File: src/rtl/uart_rx_queue_pkg.sv
// rtl/uart_rx_queue_pkg.sv - shared state encodings and queue sizing for the UART receive path
package uart_rx_queue_pkg;

    localparam int DEF_DEPTH_LOG2 = 4;
    localparam int DEF_RD_CYCLES  = 3;
    localparam int DEF_DATA_W     = 8;

    typedef enum logic [2:0] {
        UART_IDLE    = 3'd0,
        UART_REQ     = 3'd1,
        UART_STROBE  = 3'd2,
        UART_CAPTURE = 3'd3,
        UART_RELEASE = 3'd4
    } uart_state_e;

    function automatic int queue_size(input int depth_log2);
        return 1 << depth_log2;
    endfunction

endpackage

File: src/rtl/uart_rx_queue_if.sv
// rtl/uart_rx_queue_if.sv - UART chip handshake, shared bus and queue consumer signals
interface uart_rx_queue_if #(
    parameter int DATA_W     = uart_rx_queue_pkg::DEF_DATA_W,
    parameter int DEPTH_LOG2 = uart_rx_queue_pkg::DEF_DEPTH_LOG2
);
    logic              data_ready;
    logic              rdn;
    logic              bus_req;
    logic              bus_grant;
    logic [15:0]       bus_data;
    logic              pop;
    logic [DATA_W-1:0] q_front;
    logic              q_empty;
    logic              q_full;
    logic [DEPTH_LOG2:0] q_count;
    logic              overflow;
    logic              clr_overflow;

    modport slave (
        input  data_ready, bus_grant, bus_data, pop, clr_overflow,
        output rdn, bus_req, q_front, q_empty, q_full, q_count, overflow
    );

    modport master (
        output data_ready, bus_grant, bus_data, pop, clr_overflow,
        input  rdn, bus_req, q_front, q_empty, q_full, q_count, overflow
    );
endinterface

File: src/rtl/uart_rx_queue_rx_fifo.sv
// rtl/uart_rx_queue_rx_fifo.sv - circular receive buffer with wrap-bit pointers and sticky overflow
module uart_rx_queue_rx_fifo
    import uart_rx_queue_pkg::*;
#(
    parameter int DEPTH_LOG2 = DEF_DEPTH_LOG2,
    parameter int DATA_W     = DEF_DATA_W
) (
    input  logic              clk,
    input  logic              rst,
    input  logic              push,
    input  logic [DATA_W-1:0] push_data,
    input  logic              pop,
    input  logic              clr_overflow,
    output logic [DATA_W-1:0] front,
    output logic              empty,
    output logic              full,
    output logic [DEPTH_LOG2:0] count,
    output logic              overflow
);
    localparam int DEPTH = queue_size(DEPTH_LOG2);
    localparam int PTR_W = DEPTH_LOG2 + 1;

    logic [DATA_W-1:0] mem_q [DEPTH];
    logic [PTR_W-1:0]  head_q, head_d, tail_q, tail_d;
    logic              overflow_q, overflow_d;
    logic              do_push, do_pop, drop;

    assign empty = (head_q == tail_q);
    assign full  = (head_q[DEPTH_LOG2-1:0] == tail_q[DEPTH_LOG2-1:0]) &&
                   (head_q[DEPTH_LOG2] != tail_q[DEPTH_LOG2]);
    assign count    = tail_q - head_q;
    assign front    = mem_q[head_q[DEPTH_LOG2-1:0]];
    assign overflow = overflow_q;

    // A pop frees the head slot in the same cycle, so a full queue can still accept the push.
    always_comb begin
        do_pop     = pop && !empty;
        do_push    = push && (!full || do_pop);
        drop       = push && full && !do_pop;
        head_d     = head_q + PTR_W'(do_pop);
        tail_d     = tail_q + PTR_W'(do_push);
        overflow_d = overflow_q;
        if (clr_overflow) overflow_d = 1'b0;
        if (drop)         overflow_d = 1'b1;
    end

    always_ff @(posedge clk or negedge rst) begin
        if (!rst) begin
            head_q     <= '0;
            tail_q     <= '0;
            overflow_q <= 1'b0;
        end else begin
            head_q     <= head_d;
            tail_q     <= tail_d;
            overflow_q <= overflow_d;
        end
    end

    always_ff @(posedge clk) begin
        if (do_push) mem_q[tail_q[DEPTH_LOG2-1:0]] <= push_data;
    end

endmodule

File: src/rtl/uart_rx_queue.sv
// rtl/uart_rx_queue.sv - UART read-strobe FSM on the shared RAM1 bus feeding the receive queue
module uart_rx_queue
    import uart_rx_queue_pkg::*;
#(
    parameter int DEPTH_LOG2 = DEF_DEPTH_LOG2,
    parameter int RD_CYCLES  = DEF_RD_CYCLES,
    parameter int DATA_W     = DEF_DATA_W
) (
    input  logic           clk,
    input  logic           rst,
    uart_rx_queue_if.slave io
);
    localparam int CNT_W = (RD_CYCLES > 1) ? $clog2(RD_CYCLES) : 1;

    uart_state_e      state_q;
    logic [CNT_W-1:0] cnt_q;
    logic             rdn_q, bus_req_q;
    logic             dr_meta_q, dr_s_q;
    logic             push;
    logic             bus_data_unused;

    assign io.rdn          = rdn_q;
    assign io.bus_req      = bus_req_q;
    assign push            = (state_q == UART_CAPTURE) && io.bus_grant;
    assign bus_data_unused = ^io.bus_data[15:DATA_W];

    always_ff @(posedge clk or negedge rst) begin
        if (!rst) begin
            dr_meta_q <= 1'b0;
            dr_s_q    <= 1'b0;
        end else begin
            dr_meta_q <= io.data_ready;
            dr_s_q    <= dr_meta_q;
        end
    end

    // Losing the grant mid-read abandons the strobe; the byte is re-read after the next grant.
    always_ff @(posedge clk or negedge rst) begin
        if (!rst) begin
            state_q   <= UART_IDLE;
            cnt_q     <= '0;
            rdn_q     <= 1'b1;
            bus_req_q <= 1'b0;
        end else begin
            case (state_q)
                UART_IDLE: begin
                    if (dr_s_q) begin
                        state_q   <= UART_REQ;
                        bus_req_q <= 1'b1;
                    end
                end
                UART_REQ: begin
                    if (io.bus_grant) begin
                        state_q <= UART_STROBE;
                        rdn_q   <= 1'b0;
                        cnt_q   <= CNT_W'(RD_CYCLES - 1);
                    end
                end
                UART_STROBE: begin
                    if (!io.bus_grant) begin
                        state_q <= UART_REQ;
                        rdn_q   <= 1'b1;
                    end else if (cnt_q == '0) begin
                        state_q <= UART_CAPTURE;
                    end else begin
                        cnt_q <= cnt_q - CNT_W'(1);
                    end
                end
                UART_CAPTURE: begin
                    rdn_q <= 1'b1;
                    if (!io.bus_grant) begin
                        state_q <= UART_REQ;
                    end else begin
                        state_q   <= UART_RELEASE;
                        bus_req_q <= 1'b0;
                    end
                end
                UART_RELEASE: begin
                    if (!dr_s_q) state_q <= UART_IDLE;
                end
                default: begin
                    state_q   <= UART_IDLE;
                    rdn_q     <= 1'b1;
                    bus_req_q <= 1'b0;
                end
            endcase
        end
    end

    uart_rx_queue_rx_fifo #(
        .DEPTH_LOG2 (DEPTH_LOG2),
        .DATA_W     (DATA_W)
    ) u_rx_fifo (
        .clk          (clk),
        .rst          (rst),
        .push         (push),
        .push_data    (io.bus_data[DATA_W-1:0]),
        .pop          (io.pop),
        .clr_overflow (io.clr_overflow),
        .front        (io.q_front),
        .empty        (io.q_empty),
        .full         (io.q_full),
        .count        (io.q_count),
        .overflow     (io.overflow)
    );

endmodule
File: src/flat_wrapper.sv
// flat-port wrapper written by rule: the top's interface ports become plain ports
module uart_rx_queue_flat import uart_rx_queue_pkg::*;
#(
    parameter int DEPTH_LOG2 = DEF_DEPTH_LOG2,
    parameter int RD_CYCLES  = DEF_RD_CYCLES,
    parameter int DATA_W     = DEF_DATA_W
)
  (clk, rst, io_data_ready, io_bus_grant, io_bus_data, io_pop, io_clr_overflow, io_rdn, io_bus_req, io_q_front, io_q_empty, io_q_full, io_q_count, io_overflow);
  uart_rx_queue_if #(.DATA_W(DATA_W), .DEPTH_LOG2(DEPTH_LOG2)) io_i ();
  input  logic clk;
  input  logic rst;
  input wire logic [$bits(io_i.data_ready)-1:0] io_data_ready;
  input wire logic [$bits(io_i.bus_grant)-1:0] io_bus_grant;
  input wire logic [$bits(io_i.bus_data)-1:0] io_bus_data;
  input wire logic [$bits(io_i.pop)-1:0] io_pop;
  input wire logic [$bits(io_i.clr_overflow)-1:0] io_clr_overflow;
  output wire logic [$bits(io_i.rdn)-1:0] io_rdn;
  output wire logic [$bits(io_i.bus_req)-1:0] io_bus_req;
  output wire logic [$bits(io_i.q_front)-1:0] io_q_front;
  output wire logic [$bits(io_i.q_empty)-1:0] io_q_empty;
  output wire logic [$bits(io_i.q_full)-1:0] io_q_full;
  output wire logic [$bits(io_i.q_count)-1:0] io_q_count;
  output wire logic [$bits(io_i.overflow)-1:0] io_overflow;
  assign io_i.data_ready = io_data_ready;
  assign io_i.bus_grant = io_bus_grant;
  assign io_i.bus_data = io_bus_data;
  assign io_i.pop = io_pop;
  assign io_i.clr_overflow = io_clr_overflow;
  assign io_rdn = io_i.rdn;
  assign io_bus_req = io_i.bus_req;
  assign io_q_front = io_i.q_front;
  assign io_q_empty = io_i.q_empty;
  assign io_q_full = io_i.q_full;
  assign io_q_count = io_i.q_count;
  assign io_overflow = io_i.overflow;
  uart_rx_queue #(.DEPTH_LOG2(DEPTH_LOG2), .RD_CYCLES(RD_CYCLES), .DATA_W(DATA_W)) u_core (.clk(clk), .rst(rst), .io(io_i));
endmodule
File: config.mk
export PLATFORM = sky130hd
export DESIGN_NAME = uart_rx_queue_flat
export DESIGN_NICKNAME = d
export VERILOG_FILES = /design/src/rtl/uart_rx_queue_pkg.sv /design/src/rtl/uart_rx_queue_if.sv /design/src/rtl/uart_rx_queue_rx_fifo.sv /design/src/rtl/uart_rx_queue.sv /design/src/flat_wrapper.sv
export SDC_FILE = /design/constraint.sdc
export NUM_CORES = 1
export LEC_CHECK = 0
export CAP_MARGIN = 0
export CORE_UTILIZATION = 59
export DETAILED_ROUTE_END_ITERATION = 8
export GPL_TIMING_DRIVEN = 0
export PLACE_DENSITY = 0.87
export SYNTH_ARGS = -nofsm -noshare
export SYNTH_HDL_FRONTEND = slang
export SYNTH_HIERARCHICAL = 1
export SYNTH_SLANG_ARGS = --single-unit
File: constraint.sdc
create_clock -name clk -period 3.5 [get_ports clk]
set_clock_uncertainty 0.1 [all_clocks]
set_input_delay 0.7 -clock clk [delete_from_list [all_inputs] [get_ports clk]]
set_output_delay 0.7 -clock clk [all_outputs]
set_load 0.02 [all_outputs]
# Word-level counts from Yosys, hierarchy flattened
# Memory sizes are Yosys's and may differ from the RTL's.
# Index checks and enable logic that the tools add are counted.
dict set report word_totals {
  regBits 20
  elab_cells 71
  mem_count 1
  mem_bits_rw 128
}
dict set report op_classes {
  mux 20
  n_addsub 4
  eq_ne 15
  reduce_logical 20
  bitwise 2
}
# name depth word_bits rd rd_ports_with_merged_regs wr line_no
set mem_list {}
lappend mem_list {u_core.u_rx_fifo.mem_q 16 8 1 0 1 uart_rx_queue_rx_fifo.sv:23} ;# logic [DATA_W-1:0] mem_q [DEPTH];
# cell count
set op_table {}
lappend op_table {{3-bit 2-to-1 mux} 6}
lappend op_table {{3-bit case mux with 5 select lines} 1}
lappend op_table {{2-bit inequality test (second input constant)} 6}
lappend op_table {{5-bit by 1-bit adder with 5-bit output} 2}
lappend op_table {{4-bit AND reduction} 2}
lappend op_table {{1-bit 2-to-1 mux} 7}
lappend op_table {{3-bit by 2-bit equality test with 1-bit output (second input constant)} 2}
lappend op_table {{1-bit logical AND} 6}
lappend op_table {{2-bit 2-to-1 mux} 3}
lappend op_table {{1-bit case mux with 3 select lines} 2}
lappend op_table {{3-bit AND reduction} 2}
lappend op_table {{5-bit equality test} 1}
lappend op_table {{5-bit subtractor} 1}
lappend op_table {{4-bit equality test} 1}
lappend op_table {{2-bit case mux with 2 select lines} 1}
lappend op_table {{2-bit nonzero test} 2}
lappend op_table {{3-bit by 1-bit equality test with 1-bit output (second input constant)} 1}
lappend op_table {{3-bit equality test (second input constant)} 1}
lappend op_table {{1-bit zero test} 3}
lappend op_table {{3-bit zero test} 1}
lappend op_table {{3-bit by 2-bit inequality test with 1-bit output (second input constant)} 1}
lappend op_table {{3-bit OR reduction} 1}
lappend op_table {{2-bit zero test} 1}
lappend op_table {{2-bit by 1-bit inequality test with 1-bit output (second input constant)} 1}
lappend op_table {{5 further kinds} 6}

# Depth between registers and ports, before layout
# Gate-level depths: netlist of run 1.
dict set report logic_depth {
  ltp_word 7
  depth_mapped 13
}

# Modules after synthesis
# Netlist of run 1, hierarchy kept.
# module instances cells_per_inst area_each_um2 seq_area_each_um2
set by_module_without_submodules {}
lappend by_module_without_submodules {uart_rx_queue_rx_fifo 1 299 5766.8 4119.0}
lappend by_module_without_submodules {uart_rx_queue 1 43 455.4 226.5}

# Least setup slack after synthesis of run 1
# OpenSTA, ideal clock, no wires.
dict set report synth_timing {
  kind {register to register}
  start {register u_core.u_rx_fifo.head_q[2]}
  end {memory u_core/u_rx_fifo/mem_q[12][0] (netlist name) (enable)}
  arrival_ps 2533
  path_slack_ps 473
  stages_incl_launch_ff 10
  required_time_ps 3005
  period_less_slack_ps 3027
  path_cell_list {dfrtp_1 -> buf_2 -> buf_2 -> buf_2 -> inv_1 -> ha_1 -> nand4_1 -> o31ai_2 -> buf_4 -> nor4_1}
}
dict set report synth_via {
  elab_chain_len 7
}
# element line_no
set synth_rtl {}
lappend synth_rtl {{start, declared} uart_rx_queue_rx_fifo.sv:24} ;# logic [PTR_W-1:0] head_q, head_d, tail_q, tail_d;
lappend synth_rtl {{start signal, assigned} uart_rx_queue_rx_fifo.sv:49} ;# head_q <= '0;
lappend synth_rtl {{start signal, assigned} uart_rx_queue_rx_fifo.sv:53} ;# head_q <= head_d;
lappend synth_rtl {{5-bit equality test / 4-bit equality test (equally long branches)} {uart_rx_queue_rx_fifo.sv:28, uart_rx_queue_rx_fifo.sv:29}}
lappend synth_rtl {{1-bit zero test / 1-bit logical AND (equally long branches)} {uart_rx_queue_rx_fifo.sv:37, uart_rx_queue_rx_fifo.sv:29}}
lappend synth_rtl {{1-bit logical AND / 1-bit zero test (equally long branches)} {uart_rx_queue_rx_fifo.sv:37, uart_rx_queue_rx_fifo.sv:38}}
lappend synth_rtl {{1-bit logical OR *} uart_rx_queue_rx_fifo.sv:38} ;# do_push = push && (!full || do_pop);
lappend synth_rtl {{1-bit logical AND *} uart_rx_queue_rx_fifo.sv:38}
lappend synth_rtl {{1-bit 2-to-1 mux *} uart_rx_queue_rx_fifo.sv:60} ;# if (do_push) mem_q[tail_q[DEPTH_LOG2-1:0]] <= push_data;
lappend synth_rtl {{1-bit 2-to-1 mux (implied by the code) *} uart_rx_queue_rx_fifo.sv:60}
lappend synth_rtl {{end, declared} uart_rx_queue_rx_fifo.sv:23}
# Every way passes the cells marked *; elsewhere a longest branch is shown, timed or not.

# Final worst setup path of run 1
dict set report layout_timing {
  start {register u_core.u_rx_fifo.head_q[0]}
  end {output port io_q_front[3]}
}
dict set report layout_via {
  elab_chain_len 1
}
# element line_no
set layout_rtl {}
lappend layout_rtl {{memory 16 x 8 bit} n/a}
lappend layout_rtl {{end, declared} flat_wrapper.sv:19} ;# output wire logic [$bits(io_i.q_front)-1:0] io_q_front;
# Every way passes these cells.

==> results.txt, run 1 <==
----------------------------------------------------
[Run status]
  Outcome ... finished clean

[Floorplanning]
  Height of the chip ... 104.7 um
  Starting Density ... 60.54%
  Placeable core region ... 10280 um^2
  Die area ... 10960 um^2
  Number of standard-cell rows in the floorplan ... 37
  Boundary Pins ... 40
  Die outline width ... 104.7 um

[Timing]
  Final count of negative-setup-slack endpoints ... 0
  Worst-case setup margin in the final layout ... 56.80 ps
  Number of max-slew violations in the final report ... 0
  Maximum clock frequency ... 0.2904 GHz
  Period utilization ... 98.38%
  Hold violation total from the final report ... 0
  Max_slew headroom ... 17.06%
  Slew of the pin with the lowest slew margin ... 1235 ps
  Post-layout minimum cycle time ... 3443 ps

[Critical path]
  Critical path endpoint category ... primary output
  Maximum net fanout on the critical path ... 10
  Critical Path, Cell by Cell ... buf_6 > buf_8 > mux4_1 > o21ai_1 > o21ai_0 > dlygate4sd2_1
  Cell at the slowest stage of the critical path ... mux4_1
  Data arrival at the endpoint of the critical path ... 2640 ps
  Worst path max stage delay ... 620 ps
  Data required time of the critical path ... 2700 ps
  Critical path launch point type ... flip-flop
  Type of the worst setup path ... flip-flop to primary output

[Synthesis]
  Top-area cell type share of the netlist area ... 61.77%
  Most common cell in the synthesized netlist ... edfxtp_1
  Leading cell types by total area after synthesis ... edfxtp_1, mux4_1, dfrtp_1
  Number of flops mapped to enable cells by yosys ... 128
  Synthesized instance count ... 342
  Sequential area share after synthesis ... 69.84%
  Yosys top cell by area ... edfxtp_1
  Average footprint of a synthesized cell ... 18.19 um^2
  Dominant combinational cell family by area after synthesis ... multiplexers
  Register bit total from synthesis ... 148
  Proportion of synthesized area in mux cells ... 14.00%
  Basic-gate share of the synthesized area counting and, or, nand and nor cells ... 4.283%
  Asr flop ratio synth ... 13.51%
  Mapped cell area ... 6222 um^2
  Synthesized-area fraction occupied by adder cells ... 2.132%
  Fraction of the mapped netlist area in compound gates ... 4.625%
  Top cell types by occurrence after synthesis ... edfxtp_1, mux2i_1, mux4_1
  Xor-xnor portion of the synthesized cell area ... 1.810%
  Number of nets in the synthesized netlist ... 374
  Yosys warning total ... 6
  Main synth FF type ... edfxtp_1
  Number of distinct library cells after synthesis ... 48

[Drt]
  Per-cell via count in the routed design ... 6.244
  Aggregate routed wire length ... 12960 um
  Antenna-violating nets left ... 0
  DRC violation total after the first TritonRoute iteration ... 252
  Initial DRT Pass Iterations ... 5
  DR DRC count ... 0
  Total via count in the routed design ... 3384
  Routed len/inst ... 23.91 um

[CTS]
  Number of hold-repair buffers added at the cts stage ... 0
  # clock sinks ... 148
  CTS tree ... yes
  CTS Buffer Depth ... 2
  Master cell of the clock root buffer ... clkbuf_8
  Count of buffers added by post-CTS timing repair for setup ... 0
  Number of buffers created by CTS ... 17
  Clock transition at the register clock pins on the worst setup and hold paths after CTS ... 60 ps
  Total number of H-tree levels ... 4
  Insertion delay of the later-clocked pin in the worst-skew pair ... 530 ps

[Worst hold path]
  HP Class ... flip-flop to flip-flop

[Power]
  Peak supply drop ... 0.8257 mV
  PD cells ... 846.6 nW/um^2
  Static Leak ... 2.665 nW

[Final layout]
  Filler cell count in the final layout ... 635
  Ratio of cells with drive above 1 in the final layout ... 15.52%
  Sequential standard cell area ... 4345 um^2
  Final layout net count ... 425
  Multi-input gate area in the final layout ... 1714 um^2
  Post-layout instance count excluding filler cells ... 542
  Number of antenna diodes ... 0
  Layout area overhead ... 17.80%

[Placed design]
  IO Port Bufs ... 31
  Count of placed standard cells including taps ... 511
  Worst Setup Slack post-DPL ... -330.5 ps
  Hpwl dp ... 7734 um
  Weighted congestion reported at the end of routability-driven placement ... 0.7967

[Global routing]
  Global-route usage over all layers ... 25.52%
  Pin count of the biggest net entering global routing ... 21
  Wire length of the first global-routing pass ... 19650 um
  Initial antenna violation count ... 0
  Via count of the first global-routing pass ... 3455
  Leftover overflow at the end of global routing ... 0

[Run]
  Count of maximum capacitance violations ... 0

----------------------------------------------------
==> report_power, final <==
group / switching (mW) / internal, mW
clock: 0.691 / 1.08
sequential: 0.112 / 2.04
combinational: 1.28 / 1.00
==> cell families after synthesis <==
kind of cell,after synthesis
AOI/OAI and AO/OA,41
xor gates and xnor gates,12
adders and majority gates,10
buffers and inverters,35
DFF,148
muxes,48
and+or+nand+nor,48
==> through the flow <==
| step | total power, mW | hold WS (ps) | TNS [ps] | area, um^2 | util [%] |
|---|---|---|---|---|---|
| floorplan | 3.664 | 231.2 | 0 | 6222 | - |
| global placement | 4.398 | 234.0 | -26340 | 6703 | 65.22 |
| detailed placement | 4.489 | 252.9 | -12380 | 6743 | 65.61 |
| CTS | 6.207 | 259.6 | -67.41 | 7327 | 71.29 |
| global route | 6.443 | 278.3 | -0.2840 | 7330 | 71.32 |
| finish | 6.205 | 255.0 | 0 | 7330 | 71.32 |
==> placed cells by master (no fill, tap or decap), drive strengths merged, types with 2 or more instances in the layout <==
master / n
edfxtp: 128
mux4: 24
mux2i: 24
clkbuf: 24
dfrtp: 19
inv: 19
clkdlybuf4s50: 18
o21ai: 18
buf: 16
nor2: 11
dlygate4sd2: 9
ha: 9
nor3: 9
a221oi: 8
xnor2: 8
clkinv: 7
nand2: 4
nand3: 4
xor2: 4
nand2b: 4
nor4: 4
bufinv: 3
a21oi: 3
nor2b: 3
clkinvlp: 2
nor3b: 2
a31oi: 2
a21o: 2
o31ai: 2
or3: 2
==> registers in the layout, indices dropped and copies added, names as in the netlist <==
register	count
u_core/u_rx_fifo/mem_q	128
u_core/u_rx_fifo/head_q	5
u_core/u_rx_fifo/tail_q	5
u_core/state_q	3
u_core/cnt_q	2
u_core/dr_meta_q	1
u_core/dr_s_q	1
u_core/io.bus_req	1
u_core/io.rdn	1
u_core/u_rx_fifo/overflow	1
==> area by class of cell <==
type | instances | share of cell area, %
multi-input combinational | 159 | 23.39
buffer | 17 | 2.168
clock inverter | 14 | 2.185
clock buffer | 18 | 5.702
inverter | 17 | 0.8706
timing repair buffer | 33 | 4.080
sequential | 148 | 59.29
tap | 136 | 2.322
==> layer usage <==
metal / GRT usage [%] / part of all wire [%]
met1: 33.56 / 39
met4: 14.59 / 3.8
met2: 39.69 / 49
met5: 0 / 0
met3: 5.802 / 8.0
==> what timing repair did <==
action,CTS,global route
pin swaps,0,0
resized for setup,22,10
setup endpoints to repair,85,36
==> critical path: cells and delay by family (launching register included) <==
family / cells / cell delay (ps)
buffers and inverters: 3 / 690
flip-flops: 1 / 400
AO/OA/AOI/OAI: 2 / 400
multiplexers: 1 / 620
==> path summary, 6_finish.rpt <==
path                            depth (start not counted)  slack, ps                                 start                                      to
max in group asynchronous                               1       2150                                   rst             u_core/cnt_q[0]$_DFFE_PN0P_
worst max register to register                         10        170  u_core/u_rx_fifo/head_q[2]$_DFF_PN0_  u_core/u_rx_fifo/mem_q[6][2]$_DFFE_PP_
worst min register to register                          0        260            u_core/dr_meta_q$_DFF_PN0_                 u_core/dr_s_q$_DFF_PN0_
worst max-delay path                                    6         60  u_core/u_rx_fifo/head_q[0]$_DFF_PN0_                           io_q_front[3]
min in group asynchronous                               1        590                                   rst    u_core/u_rx_fifo/head_q[4]$_DFF_PN0_
worst min-delay path                                    0        260            u_core/dr_meta_q$_DFF_PN0_                 u_core/dr_s_q$_DFF_PN0_
(Power assumes the default switching activity.)
==> run 2, diff against run 1 <==
--- a/config.mk
+++ b/config.mk
@@ -6,10 +6,12 @@
 export NUM_CORES = 1
 export LEC_CHECK = 0
 export CAP_MARGIN = 0
-export CORE_UTILIZATION = 59
+export CORE_MARGIN = 1.5
+export CORE_UTILIZATION = 61
+export CTS_BUF_LIST = sky130_fd_sc_hd__clkbuf_8
 export DETAILED_ROUTE_END_ITERATION = 8
 export GPL_TIMING_DRIVEN = 0
-export PLACE_DENSITY = 0.87
+export PLACE_DENSITY = 0.89
 export SYNTH_ARGS = -nofsm -noshare
 export SYNTH_HDL_FRONTEND = slang
 export SYNTH_HIERARCHICAL = 1
==> run 2 against run 1 <==
Critical path depth is 4 higher. Maximum frequency is 2.2% higher. Sequential share of layout area is 1.3 points higher. Largest power group unchanged. Critical path type is now flip-flop to flip-flop. Critical endpoint is now u_core/u_rx_fifo/mem_q[6][2]$_DFFE_PP_. Setup slack better by 73 ps.
==> results.txt, run 2 (synthesized netlist as in run 1, its figures left out) <==
----------------------------------------------------
[Timing]
  Period utilization ... 96.29% (-2.1 points)
  Number of max-slew violations in the final report ... 0 (unchanged)
  Hold violation total from the final report ... 0 (unchanged)
  Worst-case setup margin in the final layout ... 129.8 ps (+72.98 ps)
  Final count of negative-setup-slack endpoints ... 0 (unchanged)
  Setup repair after global routing missed its margin ... no
  Max_slew headroom ... 38.31% (+21 points)
  Post-layout minimum cycle time ... 3370 ps (-72.98 ps)
  WHS ... 253.6 ps (-1.445 ps)
  Slew of the pin with the lowest slew margin ... 917.7 ps (-316.9 ps)
  Maximum clock frequency ... 0.2967 GHz (+2.2%)
  Setup_tns ... 0 ps (unchanged)

[Global routing]
  Leftover overflow at the end of global routing ... 0 (unchanged)
  Pin count of the biggest net entering global routing ... 21 (unchanged)
  Wire length of the first global-routing pass ... 19710 um (+0.28%)
  Initial antenna violation count ... 0 (unchanged)
  Global-route usage over all layers ... 25.55% (+0.029 points)
  Via count of the first global-routing pass ... 3456 (+0.029%)

[CTS]
  Total number of H-tree levels ... 4 (unchanged)
  Master cell of the clock root buffer ... clkbuf_8
  Number of hold-repair buffers added at the cts stage ... 0 (unchanged)
  CTS Buffer Depth ... 2 (unchanged)
  Count of buffers added by post-CTS timing repair for setup ... 0 (unchanged)
  CTS tree ... yes
  Clock transition at the register clock pins on the worst setup and hold paths after CTS ... 70 ps (about the same)
  Insertion delay of the later-clocked pin in the worst-skew pair ... 440 ps (-90 ps)
  Number of buffers created by CTS ... 17 (unchanged)
  # clock sinks ... 148 (unchanged)

[Final layout]
  Highest-count cells in the layout ignoring fill and taps ... edfxtp_1, mux4_1, mux2i_1, inv_1, dfrtp_1
  Layout area overhead ... 15.20%
  Most frequent standard cell in the layout excluding fill and tap cells ... edfxtp_1
  Ratio of cells with drive above 1 in the final layout ... 14.71% (-0.81 points)
  Flip-flop count of the largest register, all copies and words added ... 128 (unchanged)
  Post-layout instance count excluding filler cells ... 541 (-0.18%)
  Number of antenna diodes ... 0 (unchanged)
  Final layout net count ... 427 (+0.47%)
  Fraction of the core area covered by cells at the end of the flow ... 73.00% (+1.7 points)

[Drt]
  DR DRC count ... 0 (unchanged)
  Per-cell via count in the routed design ... 6.279 (+0.57%)
  Total via count in the routed design ... 3397 (+0.38%)
  Routed len/inst ... 23.60 um (-1.3%)
  Antenna-violating nets left ... 0 (unchanged)
  Aggregate routed wire length ... 12770 um (-1.5%)
  DRC violation total after the first TritonRoute iteration ... 312 (+24%)
  Initial DRT Pass Iterations ... 5 (unchanged)

[Power]
  Peak supply drop ... 1.013 mV (+23%)
  Static Leak ... 2.627 nW (-1.4%)
  PD cells ... 795.3 nW/um^2 (-6.1%)

[Floorplanning]
  Height of the chip ... 104.0 um (-0.67%)
  Die area ... 10820 um^2 (-1.3%)
  Placeable core region ... 9819 um^2 (-4.5%)
  Die outline width ... 104.0 um (-0.67%)
  Starting Density ... 63.37% (+2.8 points)
  Boundary Pins ... 40 (unchanged)
  Number of standard-cell rows in the floorplan ... 36 (-2.7%)

[Placed design]
  Weighted congestion reported at the end of routability-driven placement ... 0.8397 (+5.4%)
  IO Port Bufs ... 31 (unchanged)
  Count of placed standard cells including taps ... 509 (-0.39%)
  Worst Setup Slack post-DPL ... -414.4 ps (-83.91 ps)
  Hpwl dp ... 8409 um (+8.7%)

[Critical path]
  Maximum net fanout on the critical path ... 10 (unchanged)
  Data required time of the critical path ... 3460 ps (+760 ps)
  Critical path endpoint category ... flip-flop
  Type of the worst setup path ... flip-flop to flip-flop
  Data arrival at the endpoint of the critical path ... 3330 ps (+690 ps)
  Worst R2R Setup Slack ... 130 ps (-40 ps)
  Critical path launch point type ... flip-flop

[Worst hold path]
  HP Class ... flip-flop to flip-flop

[Run status]
  Outcome ... finished clean

[Run]
  Count of maximum capacitance violations ... 0 (unchanged)

----------------------------------------------------
[run 2: cell types whose count changed in the layout (fill, tap and decap cells not counted), moves of 3 or more]
cell / delta
clkbuf_8: +16
dlymetal6s2s_1: +3
clkbuf_16: -16
inv_1: +3
[run 2: cell type report]
type                       instances  area (um^2)
buffer                            17        162.7
clock buffer                      17        234.0
tap                              133        166.4
timing repair buffer              35        330.3
clock inverter                    15        148.9
fill                             606         2651
sequential                       148         4345
multi-input combinational        159         1717
inverter                          17        63.81
[run 2: layer usage]
metal / track usage (%) / up-vias / routed length, um
met5: 0 / - / 0
li1: - / 1480 / -
met1: 32.17 / 1700 / 4888
met2: 41.49 / 190 / 6437
met4: 11.31 / 0 / 337
met3: 7.644 / 27 / 1102
[run 2: repair_timing]
| action | in CTS | in global routing |
|---|---|---|
| endpoints found under the setup margin | 85 | 47 |
| hold endpoints to repair | 0 | 0 |
| gates resized for setup | 19 | 10 |
[run 2: final timing paths]
kind	from	endpoint	depth (start not counted)
worst max-delay path	u_core/u_rx_fifo/head_q[2]$_DFF_PN0_	u_core/u_rx_fifo/mem_q[6][2]$_DFFE_PP_	10
worst max register to register	u_core/u_rx_fifo/head_q[2]$_DFF_PN0_	u_core/u_rx_fifo/mem_q[6][2]$_DFFE_PP_	10
worst min register to register	u_core/dr_meta_q$_DFF_PN0_	u_core/dr_s_q$_DFF_PN0_	0
min in group asynchronous	rst	u_core/u_rx_fifo/head_q[4]$_DFF_PN0_	1
worst min-delay path	u_core/dr_meta_q$_DFF_PN0_	u_core/dr_s_q$_DFF_PN0_	0
max in group asynchronous	rst	u_core/cnt_q[1]$_DFFE_PN0P_	1
[run 2: through the flow]
step	power (mW)	area, um^2
after global placement	4.388	6699
final	5.701	7168
after global routing	5.968	7168
after CTS	5.725	7141
after floorplan	3.664	6222
after detailed placement	4.513	6746
[run 2: critical path, stage by stage (launching register included)]
cell     delay (ps)
dfrtp_1         420
buf_6           180
buf_6           170
buf_4           210
inv_1            60
ha_1            340
nand4_1         160
o31ai_2          80
buf_4           220
or3_4           370
nor2_1          660
[run 2: power breakdown]
part	internal [mW]	leakage, nW	switching, mW	total [mW]
combinational	1.02	1.03	1.28	2.30
clock	0.684	0.205	0.573	1.26
sequential	2.03	1.39	0.115	2.15
